==> config.mk <==
export PLATFORM = sky130hd
export DESIGN_NAME = note_hit_judge_flat
export DESIGN_NICKNAME = d
export VERILOG_FILES = /design/src/rtl/note_hit_judge_if.sv /design/src/rtl/note_hit_judge.sv /design/src/flat_wrapper.sv
export SDC_FILE = /design/constraint.sdc
export NUM_CORES = 1
export LEC_CHECK = 0
export ABC_CLOCK_PERIOD_IN_PS = 7000
export CORE_MARGIN = 2
export CORE_UTILIZATION = 45
export DETAILED_ROUTE_END_ITERATION = 16
export GPL_TIMING_DRIVEN = 1
export PLACE_DENSITY_LB_ADDON = 0.08
export SYNTH_ARGS = -nofsm -noshare
export SYNTH_HDL_FRONTEND = slang
export SYNTH_SLANG_ARGS = --single-unit
==> constraint.sdc <==
create_clock -name clk -period 7 [get_ports clk]
set_input_delay 1.4 -clock clk [delete_from_list [all_inputs] [get_ports clk]]
set_output_delay 1.4 -clock clk [all_outputs]
set_load 0.005 [all_outputs]
==> src/rtl/note_hit_judge_if.sv <==
// Signal bundle between the note renderer / player buttons and the hit judge.
// The master side is the renderer and buttons. The slave side is the judge.
interface note_hit_judge_if #(
    parameter int LANES = 3,
    parameter int SLOTS = 5,
    parameter int POS_W = 10
);
    logic [LANES-1:0]             btn;
    logic [LANES*SLOTS-1:0]       active;
    logic [LANES*SLOTS*POS_W-1:0] pos;
    logic [LANES*SLOTS-1:0]       clear;
    logic [15:0]                  score_bcd;
    logic [7:0]                   combo;
    logic                         hit_pulse;
    logic                         miss_pulse;
    logic [1:0]                   last_judge;

    modport master (
        output btn, active, pos,
        input  clear, score_bcd, combo, hit_pulse, miss_pulse, last_judge
    );

    modport slave (
        input  btn, active, pos,
        output clear, score_bcd, combo, hit_pulse, miss_pulse, last_judge
    );
endinterface

==> src/rtl/note_hit_judge.sv <==
// Judges lane button presses against the hit bar and clears hit notes.
// It also detects notes that fall past the bar and keeps a BCD score and a combo count.
module note_hit_judge #(
    parameter int LANES       = 3,
    parameter int SLOTS       = 5,
    parameter int POS_W       = 10,
    parameter int HIT_TOP     = 410,
    parameter int HIT_BOT     = 450,
    parameter int PERFECT_C   = 430,
    parameter int PERFECT_TOL = 5
) (
    input  logic             clk,
    input  logic             reset,
    note_hit_judge_if.slave  bus
);
    localparam int NS     = LANES * SLOTS;
    localparam int LANE_W = (LANES > 1) ? $clog2(LANES) : 1;
    localparam int SLOT_W = (NS > 1) ? $clog2(NS) : 1;
    localparam logic [POS_W-1:0] TOP = POS_W'(HIT_TOP);
    localparam logic [POS_W-1:0] BOT = POS_W'(HIT_BOT);
    localparam logic [POS_W-1:0] PC  = POS_W'(PERFECT_C);
    localparam logic [POS_W-1:0] TOL = POS_W'(PERFECT_TOL);

    typedef enum logic [1:0] {IDLE, SCAN, APPLY} state_t;
    typedef enum logic [1:0] {
        J_NONE    = 2'b00,
        J_GOOD    = 2'b01,
        J_PERFECT = 2'b10,
        J_MISS    = 2'b11
    } judge_t;

    state_t            state, state_next;
    judge_t            res_q, last_q;
    logic [LANES-1:0]  btn_q, pending, btn_edge, pend_clr;
    logic [NS-1:0]     judged, judged_set;
    logic [LANE_W-1:0] lane_q, pend_lane;
    logic [SLOT_W-1:0] slot_q, late_slot, scan_slot;
    logic              pend_any, late_found, scan_found, scan_perfect;
    logic              late_take, lane_load, apply_hit, late_q;
    logic [15:0]       score_q, score_next;
    logic [7:0]        combo_q;

    assign btn_edge  = bus.btn & ~btn_q;
    assign apply_hit = (state == APPLY) && ((res_q == J_GOOD) || (res_q == J_PERFECT));

    // Lowest pending lane, lowest late slot and lowest in-window slot of the latched lane.
    // The loops run from high index to low so that the last write is the lowest index.
    always_comb begin
        logic [POS_W-1:0] p;
        logic [POS_W-1:0] diff;
        p            = '0;
        diff         = '0;
        pend_any     = 1'b0;
        pend_lane    = '0;
        late_found   = 1'b0;
        late_slot    = '0;
        scan_found   = 1'b0;
        scan_slot    = '0;
        scan_perfect = 1'b0;
        for (int l = LANES - 1; l >= 0; l--) begin
            if (pending[l]) begin
                pend_any  = 1'b1;
                pend_lane = LANE_W'(l);
            end
        end
        for (int i = NS - 1; i >= 0; i--) begin
            p = bus.pos[i*POS_W +: POS_W];
            if (bus.active[i] && !judged[i] && (p > BOT)) begin
                late_found = 1'b1;
                late_slot  = SLOT_W'(i);
            end
        end
        for (int l = LANES - 1; l >= 0; l--) begin
            for (int k = SLOTS - 1; k >= 0; k--) begin
                p = bus.pos[(l*SLOTS + k)*POS_W +: POS_W];
                if ((LANE_W'(l) == lane_q) && bus.active[l*SLOTS + k] &&
                    !judged[l*SLOTS + k] && (p >= TOP) && (p <= BOT)) begin
                    diff         = (p >= PC) ? (p - PC) : (PC - p);
                    scan_found   = 1'b1;
                    scan_slot    = SLOT_W'(l*SLOTS + k);
                    scan_perfect = (diff <= TOL);
                end
            end
        end
    end

    // Ripple BCD add of 0, 1 or 2. A carry out of the thousands digit pins the score at 9999.
    always_comb begin
        logic [4:0] s;
        logic [1:0] c;
        s          = '0;
        c          = (res_q == J_PERFECT) ? 2'd2 : ((res_q == J_GOOD) ? 2'd1 : 2'd0);
        score_next = score_q;
        for (int d = 0; d < 4; d++) begin
            s = {1'b0, score_q[d*4 +: 4]} + {3'b000, c};
            if (s > 5'd9) begin
                score_next[d*4 +: 4] = 4'(s - 5'd10);
                c                    = 2'd1;
            end else begin
                score_next[d*4 +: 4] = s[3:0];
                c                    = 2'd0;
            end
        end
        if (c != 2'd0) begin
            score_next = 16'h9999;
        end
    end

    always_comb begin
        state_next = state;
        pend_clr   = '0;
        judged_set = '0;
        late_take  = 1'b0;
        lane_load  = 1'b0;
        case (state)
            IDLE: begin
                if (pend_any) begin
                    state_next = SCAN;
                    lane_load  = 1'b1;
                end else if (late_found) begin
                    late_take             = 1'b1;
                    judged_set[late_slot] = 1'b1;
                end
            end
            SCAN: begin
                state_next       = APPLY;
                pend_clr[lane_q] = 1'b1;
            end
            APPLY: begin
                state_next = IDLE;
                if (apply_hit) begin
                    judged_set[slot_q] = 1'b1;
                end
            end
            default: state_next = IDLE;
        endcase
    end

    // An edge on a lane that is already pending is dropped. A judged bit is cleared by an inactive slot.
    always_ff @(posedge clk or posedge reset) begin
        if (reset) begin
            state   <= IDLE;
            btn_q   <= '0;
            pending <= '0;
            judged  <= '0;
            lane_q  <= '0;
            slot_q  <= '0;
            res_q   <= J_NONE;
            last_q  <= J_NONE;
            late_q  <= 1'b0;
            score_q <= '0;
            combo_q <= '0;
        end else begin
            state   <= state_next;
            btn_q   <= bus.btn;
            pending <= (pending & ~pend_clr) | (btn_edge & ~pending);
            judged  <= (judged | judged_set) & bus.active;
            late_q  <= late_take;
            if (lane_load) begin
                lane_q <= pend_lane;
            end
            if (state == SCAN) begin
                slot_q <= scan_slot;
                res_q  <= scan_found ? (scan_perfect ? J_PERFECT : J_GOOD) : J_MISS;
            end
            if (state == APPLY) begin
                last_q <= res_q;
                if (apply_hit) begin
                    score_q <= score_next;
                    combo_q <= (combo_q == 8'd255) ? 8'd255 : combo_q + 8'd1;
                end else begin
                    combo_q <= '0;
                end
            end else if (late_take) begin
                last_q  <= J_MISS;
                combo_q <= '0;
            end
        end
    end

    assign bus.clear      = apply_hit ? (NS'(1) << slot_q) : '0;
    assign bus.hit_pulse  = apply_hit;
    assign bus.miss_pulse = late_q | ((state == APPLY) && (res_q == J_MISS));
    assign bus.score_bcd  = score_q;
    assign bus.combo      = combo_q;
    assign bus.last_judge = last_q;
endmodule
==> src/flat_wrapper.sv <==
// flat-port wrapper written by rule: the top's interface ports become plain ports
module note_hit_judge_flat 
#(
    parameter int LANES       = 3,
    parameter int SLOTS       = 5,
    parameter int POS_W       = 10,
    parameter int HIT_TOP     = 410,
    parameter int HIT_BOT     = 450,
    parameter int PERFECT_C   = 430,
    parameter int PERFECT_TOL = 5
)
  (clk, reset, bus_btn, bus_active, bus_pos, bus_clear, bus_score_bcd, bus_combo, bus_hit_pulse, bus_miss_pulse, bus_last_judge);
  note_hit_judge_if #(.LANES(LANES), .SLOTS(SLOTS), .POS_W(POS_W)) bus_i ();
  input  logic clk;
  input  logic reset;
  input wire logic [$bits(bus_i.btn)-1:0] bus_btn;
  input wire logic [$bits(bus_i.active)-1:0] bus_active;
  input wire logic [$bits(bus_i.pos)-1:0] bus_pos;
  output wire logic [$bits(bus_i.clear)-1:0] bus_clear;
  output wire logic [$bits(bus_i.score_bcd)-1:0] bus_score_bcd;
  output wire logic [$bits(bus_i.combo)-1:0] bus_combo;
  output wire logic [$bits(bus_i.hit_pulse)-1:0] bus_hit_pulse;
  output wire logic [$bits(bus_i.miss_pulse)-1:0] bus_miss_pulse;
  output wire logic [$bits(bus_i.last_judge)-1:0] bus_last_judge;
  assign bus_i.btn = bus_btn;
  assign bus_i.active = bus_active;
  assign bus_i.pos = bus_pos;
  assign bus_clear = bus_i.clear;
  assign bus_score_bcd = bus_i.score_bcd;
  assign bus_combo = bus_i.combo;
  assign bus_hit_pulse = bus_i.hit_pulse;
  assign bus_miss_pulse = bus_i.miss_pulse;
  assign bus_last_judge = bus_i.last_judge;
  note_hit_judge #(.LANES(LANES), .SLOTS(SLOTS), .POS_W(POS_W), .HIT_TOP(HIT_TOP), .HIT_BOT(HIT_BOT), .PERFECT_C(PERFECT_C), .PERFECT_TOL(PERFECT_TOL)) u_core (.clk(clk), .reset(reset), .bus(bus_i));
endmodule
==> results by group, run 1 <==
Critical path
  • WP data arrival: 6500 ps
  • Worst R2R End: u_core.bus.score_bcd[6]
  • Crit path required time: 7170 ps
  • Cells on worst reg2reg path: 29
  • R2r setup slk: 670 ps
  • Critical Path Fanout Max: 15
  • CP max stage delay: 600 ps
  • R2r startpoint: u_core.res_q[1]
  • Crit-path most repeated cell: ha_1
  • Kind of critical path: flip-flop to flip-flop
  • Slowest CP cell: fa_1
  • Crit end category: flip-flop
  • CP startpoint kind: flip-flop

Power
  • LEAKAGE: 5.090 nW
  • Register share of total power: 0.255
  • Internal power: 0.001181 W
  • Pwr Total: 0.001973 W
  • NetSw: 0.0007924 W
  • Switching Share: 0.4016
  • Pwr/cell area: 154.3 mW/mm²
  • Gate power share: 0.517
  • Worst-case vdd ir drop: 0.1516 mV
  • Clock share of power: 0.228

Yosys
  • Count of cell types in the netlist: 106
  • Top cells by area, synth: dfrtp_1, ha_1, a21oi_1
  • Post-synth EDFFs: 0
  • Avg Inst Size Synth: 7.173 µm²
  • Yosys warning count: 0
  • Synth top area share: 0.1398
  • Mapped Cells: 1447
  • Syn Nets: 1695
  • Synth Cell Area: 0.01038 mm²
  • Synth area leader: dfrtp_1
  • FFs w/ async S/R, synth: 1.000
  • Seq cells post-synth: 58
  • Ys flop type: dfrtp_1
  • Top post-synthesis cells by count: nand2_1, nor2_1, a21oi_1
  • Sequential cell area fraction in the yosys report: 0.1398
  • Top-count cell post-synth: nand2_1

Drt
  • DRC errors left: 0
  • Routed wire length: 31720 µm
  • Final ANT Viol Nets: 0
  • Starting DRT DRC Count: 807
  • Via count: 11500
  • Vias per cell: 6.122
  • First-pass DRT Iterations: 5
  • Mean routed wirelength per cell: 16.89 µm

GRT
  • Initial antenna violation count: 0
  • First-pass GRT wire length: 51280 µm
  • Vias in the first global route: 10260
  • Largest net degree at the start of global routing: 59
  • Grt ovf: 0
  • GRT Util Overall: 0.2515

Floorplan
  • Row count: 55
  • CORE AREA: 0.02264 mm²
  • Die area: 0.02430 mm²
  • Die Ht: 155.9 µm
  • I/O pin count: 213
  • Initial Util: 0.4585
  • Chip width: 155.9 µm

Clocking
  • Worst skew pair latency: 330 ps
  • Clk buf depth: 2
  • CTS tree: yes
  • H-tree lvl count: 3
  • Clk root buf: clkbuf_16
  • Clk sinks: 58
  • Worst-path clk slew: 60 ps
  • TritonCTS Buffers: 9

Place
  • Placed wire-length estimate: 24930 µm
  • I/O Buffers: 212
  • Routability Congestion: 0.8994

Timing
  • FMAX: 158.1 MHz
  • Setup_tns: 0 ps
  • Fin crit period: 6327 ps
  • Final clock skew: 8.053 ps
  • Worst Max-Slew Pin Slew: 1092 ps
  • RSZ-0062 raised after global routing: no
  • Final Hold Fails: 0
  • Final period util: 0.9038
  • Slew Limit Fails: 0
  • Relative slew slack: 0.2531
  • Final setup fails: 0

Status
  • Status: completed

Layout
  • Register area: 0.001451 mm²
  • Multi-input gate area: 0.008192 mm²
  • Layout cells sized above 1: 0.05528
  • Filler cells: 2160
  • Fin nets: 1835
  • Layout area overhead: 23.18%

Worst hold path
  • Worst hold path class: flip-flop to flip-flop
  • Worst Hold End: u_core.state[0]
  • Hold path start: u_core.state[1]
  • Hold depth: 1

Job
  • Max Cap Violations: 0
-- per-stage QoR --
| stage | setup WS, ps | hold slack, ps | cell area (µm²) | util | std cells |
|---|---|---|---|---|---|
| 6_report | 673.4 | 468.3 | 12790 | 0.5647 | 1878 |
| 3_3_place_gp | 832.7 | 459.8 | 12470 | 0.5510 | 1861 |
| 3_5_place_dp | 349.4 | 456.8 | 12470 | 0.5510 | 1861 |
| 2_1_floorplan | 1461 | 442.1 | 10380 | - | 1447 |
| 5_1_grt | 111.2 | 506.4 | 12780 | 0.5646 | 1877 |
| 4_1_cts | 361.9 | 468.2 | 12780 | 0.5645 | 1877 |
-- cell usage in the layout (no fill, tap or decap), types with 25 or more instances in the layout --
cell type          n
clkdlybuf4s50_1  212
xor2_1            28
xnor2_1           32
a31oi_1           27
a21oi_1          102
mux2i_1           32
nor3_1            47
o21ai_0           97
ha_1              77
nor2_1           107
nand2b_1          41
inv_1             84
nand3_1           57
nor2b_1           34
a211oi_1          25
dfrtp_1           58
nand2_1          117
-- how the worst max path moves through the flow --
stage / to / startpoint / cells past startpoint
2_1_floorplan: u_core.bus.score_bcd[0] / u_core.res_q[1] / 29
3_3_place_gp: u_core.bus.score_bcd[10] / u_core.res_q[1] / 29
3_5_place_dp: u_core.bus.score_bcd[6] / u_core.res_q[1] / 29
4_1_cts: u_core.bus.score_bcd[6] / u_core.res_q[1] / 29
5_1_grt: u_core.bus.score_bcd[6] / u_core.res_q[1] / 29
6_report: u_core.bus.score_bcd[6] / u_core.res_q[1] / 29
-- metal layers --
layer / GRT usage / part of all wire / vias up
li1: - / - / 5691
met1: 0.3632 / 0.47 / 5425
met2: 0.4039 / 0.45 / 356
met3: 0.03611 / 0.061 / 26
met4: 0.04107 / 0.010 / 0
met5: 0 / 0 / -
-- power groups by stage --
stage | logic (W) | clock network (W) | registers (W)
2_1_floorplan | 0.000656 | 0 | 0.000479
3_3_place_gp | 0.000997 | 0 | 0.000503
3_5_place_dp | 0.00101 | 0 | 0.000507
4_1_cts | 0.00102 | 0.000454 | 0.000502
5_1_grt | 0.00113 | 0.000472 | 0.000517
6_report | 0.00102 | 0.000449 | 0.000503
-- state kept, by name (all words and copies together) (netlist names) --
register	count
u_core.bus.score_bcd	16
u_core.judged	15
u_core.bus.combo	8
u_core.slot_q	4
u_core.btn_q	3
u_core.pending	3
u_core.bus.last_judge	2
u_core.lane_q	2
u_core.res_q	2
u_core.state	2
u_core.late_q	1
-- cell families (layout without fill, tap and decap cells) --
family,count (synthesis),in the layout,synth area share
compound gates,474,474,0.3151
xor+xnor,60,60,0.05063
fa+ha+maj,79,79,0.09571
buf+inv,173,318,0.07136
flops,58,58,0.1398
mux,41,41,0.04098
other cells,0,1,0
simple gates,562,562,0.2864
-- critical path: cells and delay by family (launching register included) --
kind	cells	cell delay, ps
buf+inv	5	450
fa+ha+maj	8	2230
simple gates	3	460
flops	1	440
compound gates	13	2600
-- area by class of cell --
| class | instances | area share |
|---|---|---|
| timing repair buffer | 217 | 0.1689 |
| antenna | 1 | 0.0001957 |
| tap | 285 | 0.02789 |
| clock inverter | 5 | 0.004110 |
| multi-input combinational | 1216 | 0.6407 |
| clock buffer | 11 | 0.01977 |
| inverter | 85 | 0.02495 |
| sequential | 58 | 0.1135 |
-- timing repair --
item	4_1_cts	5_1_grt
setup buffers	0	0
hold buffers	0	0
resized for setup	0	1
endpoints found under the setup margin	0	2
Note: power is estimated with default switching activity, not from simulation.
==> run 2: changes to the inputs <==
--- a/config.mk
+++ b/config.mk
@@ -11,6 +11,8 @@
 export DETAILED_ROUTE_END_ITERATION = 16
 export GPL_TIMING_DRIVEN = 1
 export PLACE_DENSITY_LB_ADDON = 0.08
+export SETUP_SLACK_MARGIN = 0.3
+export SLEW_MARGIN = 20
 export SYNTH_ARGS = -nofsm -noshare
 export SYNTH_HDL_FRONTEND = slang
 export SYNTH_SLANG_ARGS = --single-unit
==> results by group, run 2 (synthesis gave the netlist of run 1 again) <==
Status
  • Status: completed

Power
  • Pwr Total: 0.001978 W
  • Worst-case vdd ir drop: 0.1515 mV
  • Pwr/cell area: 154.6 mW/mm²
  • LEAKAGE: 5.091 nW

Critical path
  • R2r setup slk: 770 ps
  • WP data arrival: 6470 ps
  • CP startpoint kind: flip-flop
  • CP max stage delay: 600 ps
  • R2r startpoint: u_core.res_q[1]
  • Crit end category: flip-flop
  • Slowest CP cell: fa_1
  • Worst R2R End: u_core.bus.score_bcd[6]
  • Cells on worst reg2reg path: 30
  • Crit path required time: 7240 ps
  • Kind of critical path: flip-flop to flip-flop
  • Critical Path Fanout Max: 15
  • Crit-path most repeated cell: ha_1

Floorplan
  • Die Ht: 155.9 µm
  • I/O pin count: 213
  • Initial Util: 0.4585
  • CORE AREA: 0.02264 mm²
  • Chip width: 155.9 µm
  • Die area: 0.02430 mm²
  • Row count: 55

Worst hold path
  • Worst Hold End: u_core.state[0]
  • Worst hold path class: flip-flop to flip-flop
  • Hold path start: u_core.state[1]
  • Hold depth: 1

Layout
  • Most frequent cells in the layout: clkdlybuf4s50_1, nand2_1, nor2_1
  • Most common cell after layout, fill and taps aside: clkdlybuf4s50_1
  • Layout area overhead: 23.26%
  • Max FFs per register: 16
  • Ant diodes: 0
  • Fin nets: 1835
  • Post-route cell area: 0.01279 mm²
  • Layout cells sized above 1: 0.05590
  • Final Non-Filler Cells: 1877

GRT
  • First-pass GRT wire length: 51280 µm
  • Grt ovf: 0
  • Met3 Use GR: 0.03611
  • Initial antenna violation count: 0
  • Grt met1 use: 0.3632
  • Busiest grt layer: met2
  • GRT Util Overall: 0.2515
  • Met2 usage in global routing: 0.4039
  • Largest net degree at the start of global routing: 59
  • Vias in the first global route: 10260

Job
  • Max Cap Violations: 0

Drt
  • Starting DRT DRC Count: 852
  • Via count: 11490
  • DRC errors left: 0
  • Final ANT Viol Nets: 0
  • Vias per cell: 6.119
  • First-pass DRT Iterations: 5
  • Routed wire length: 31800 µm
  • Mean routed wirelength per cell: 16.94 µm

Place
  • Area post-placement: 0.01247 mm²
  • Routability Congestion: 0.8994
  • Placed cells: 1861
  • I/O Buffers: 212
  • Placed wire-length estimate: 24930 µm

Clocking
  • TritonCTS Buffers: 9
  • Hold-fix buffers at CTS: 0
  • Clk buf depth: 2
  • CTS tree: yes
  • Clk root buf: clkbuf_16
  • Clk sinks: 58
  • H-tree lvl count: 3
  • Worst skew pair latency: 330 ps
  • Worst-path clk slew: 50 ps

Timing
  • Final Hold Fails: 0
  • FMAX: 160.6 MHz
  • Setup_tns: 0 ps
  • RSZ-0062 raised after global routing: no
  • Final setup fails: 0
  • Fin crit period: 6226 ps
  • Slew Limit Fails: 0
  • Hold_ws: 468.5 ps
  • Final period util: 0.8895
  • Final clock skew: 8.249 ps
  • Worst Max-Slew Pin Slew: 1028 ps
  • Relative slew slack: 0.2968
## run 2: final cells by class
type / count / area (µm²)
clock inverters: 5 / 52.55
flip-flops and latches: 58 / 1451
inverters: 85 / 319.1
fillers: 2158 / 9846
repair buffers: 217 / 2160
well taps: 285 / 356.6
multi-input cells: 1216 / 8203
clock buffers: 11 / 252.7
## run 2: through the flow
stage / setup slack (ps) / utilization
3_5_place_dp: 349.4 / 0.5510
6_report: 773.7 / 0.5651
3_3_place_gp: 832.7 / 0.5510
4_1_cts: 361.9 / 0.5645
2_1_floorplan: 1461 / -
5_1_grt: 261.1 / 0.5651
## run 2: critical path: cells and delay by family, from the launching register on
family                     cells  cell delay [ps]
AOI/OAI and AO/OA             13             2100
adders and majority gates      9             2560
buffers and inverters          5              480
DFF                            1              440
and+or+nand+nor                3              550
## run 2: timing repair
| action | CTS | global route |
|---|---|---|
| gates resized for setup | 0 | 3 |
| setup endpoints to repair | 0 | 13 |
| setup buffers | 0 | 0 |
## run 2: routing by layer
metal / vias to the layer above / routed length [µm]
met5: - / 0
met1: 5403 / 14940
met2: 365 / 14480
li1: 5690 / -
met3: 27 / 2044
met4: 0 / 334
## run 2: worst max-delay path by stage
stage	startpoint	end	slack, ps	cells past startpoint
after detailed placement	u_core.res_q[1]	u_core.bus.score_bcd[6]	350	29
after floorplan	u_core.res_q[1]	u_core.bus.score_bcd[0]	1460	29
after global routing	u_core.res_q[1]	u_core.bus.score_bcd[6]	260	30
after CTS	u_core.res_q[1]	u_core.bus.score_bcd[6]	360	29
final	u_core.res_q[1]	u_core.bus.score_bcd[6]	770	30
after global placement	u_core.res_q[1]	u_core.bus.score_bcd[10]	830	29
## run 2: power breakdown
| group | switching [W] | internal [W] |
|---|---|---|
| combinational | 0.000543 | 0.000482 |
| clock | 0.000156 | 0.000293 |
| sequential | 0.0000965 | 0.000407 |
| total | 0.000796 | 0.00118 |
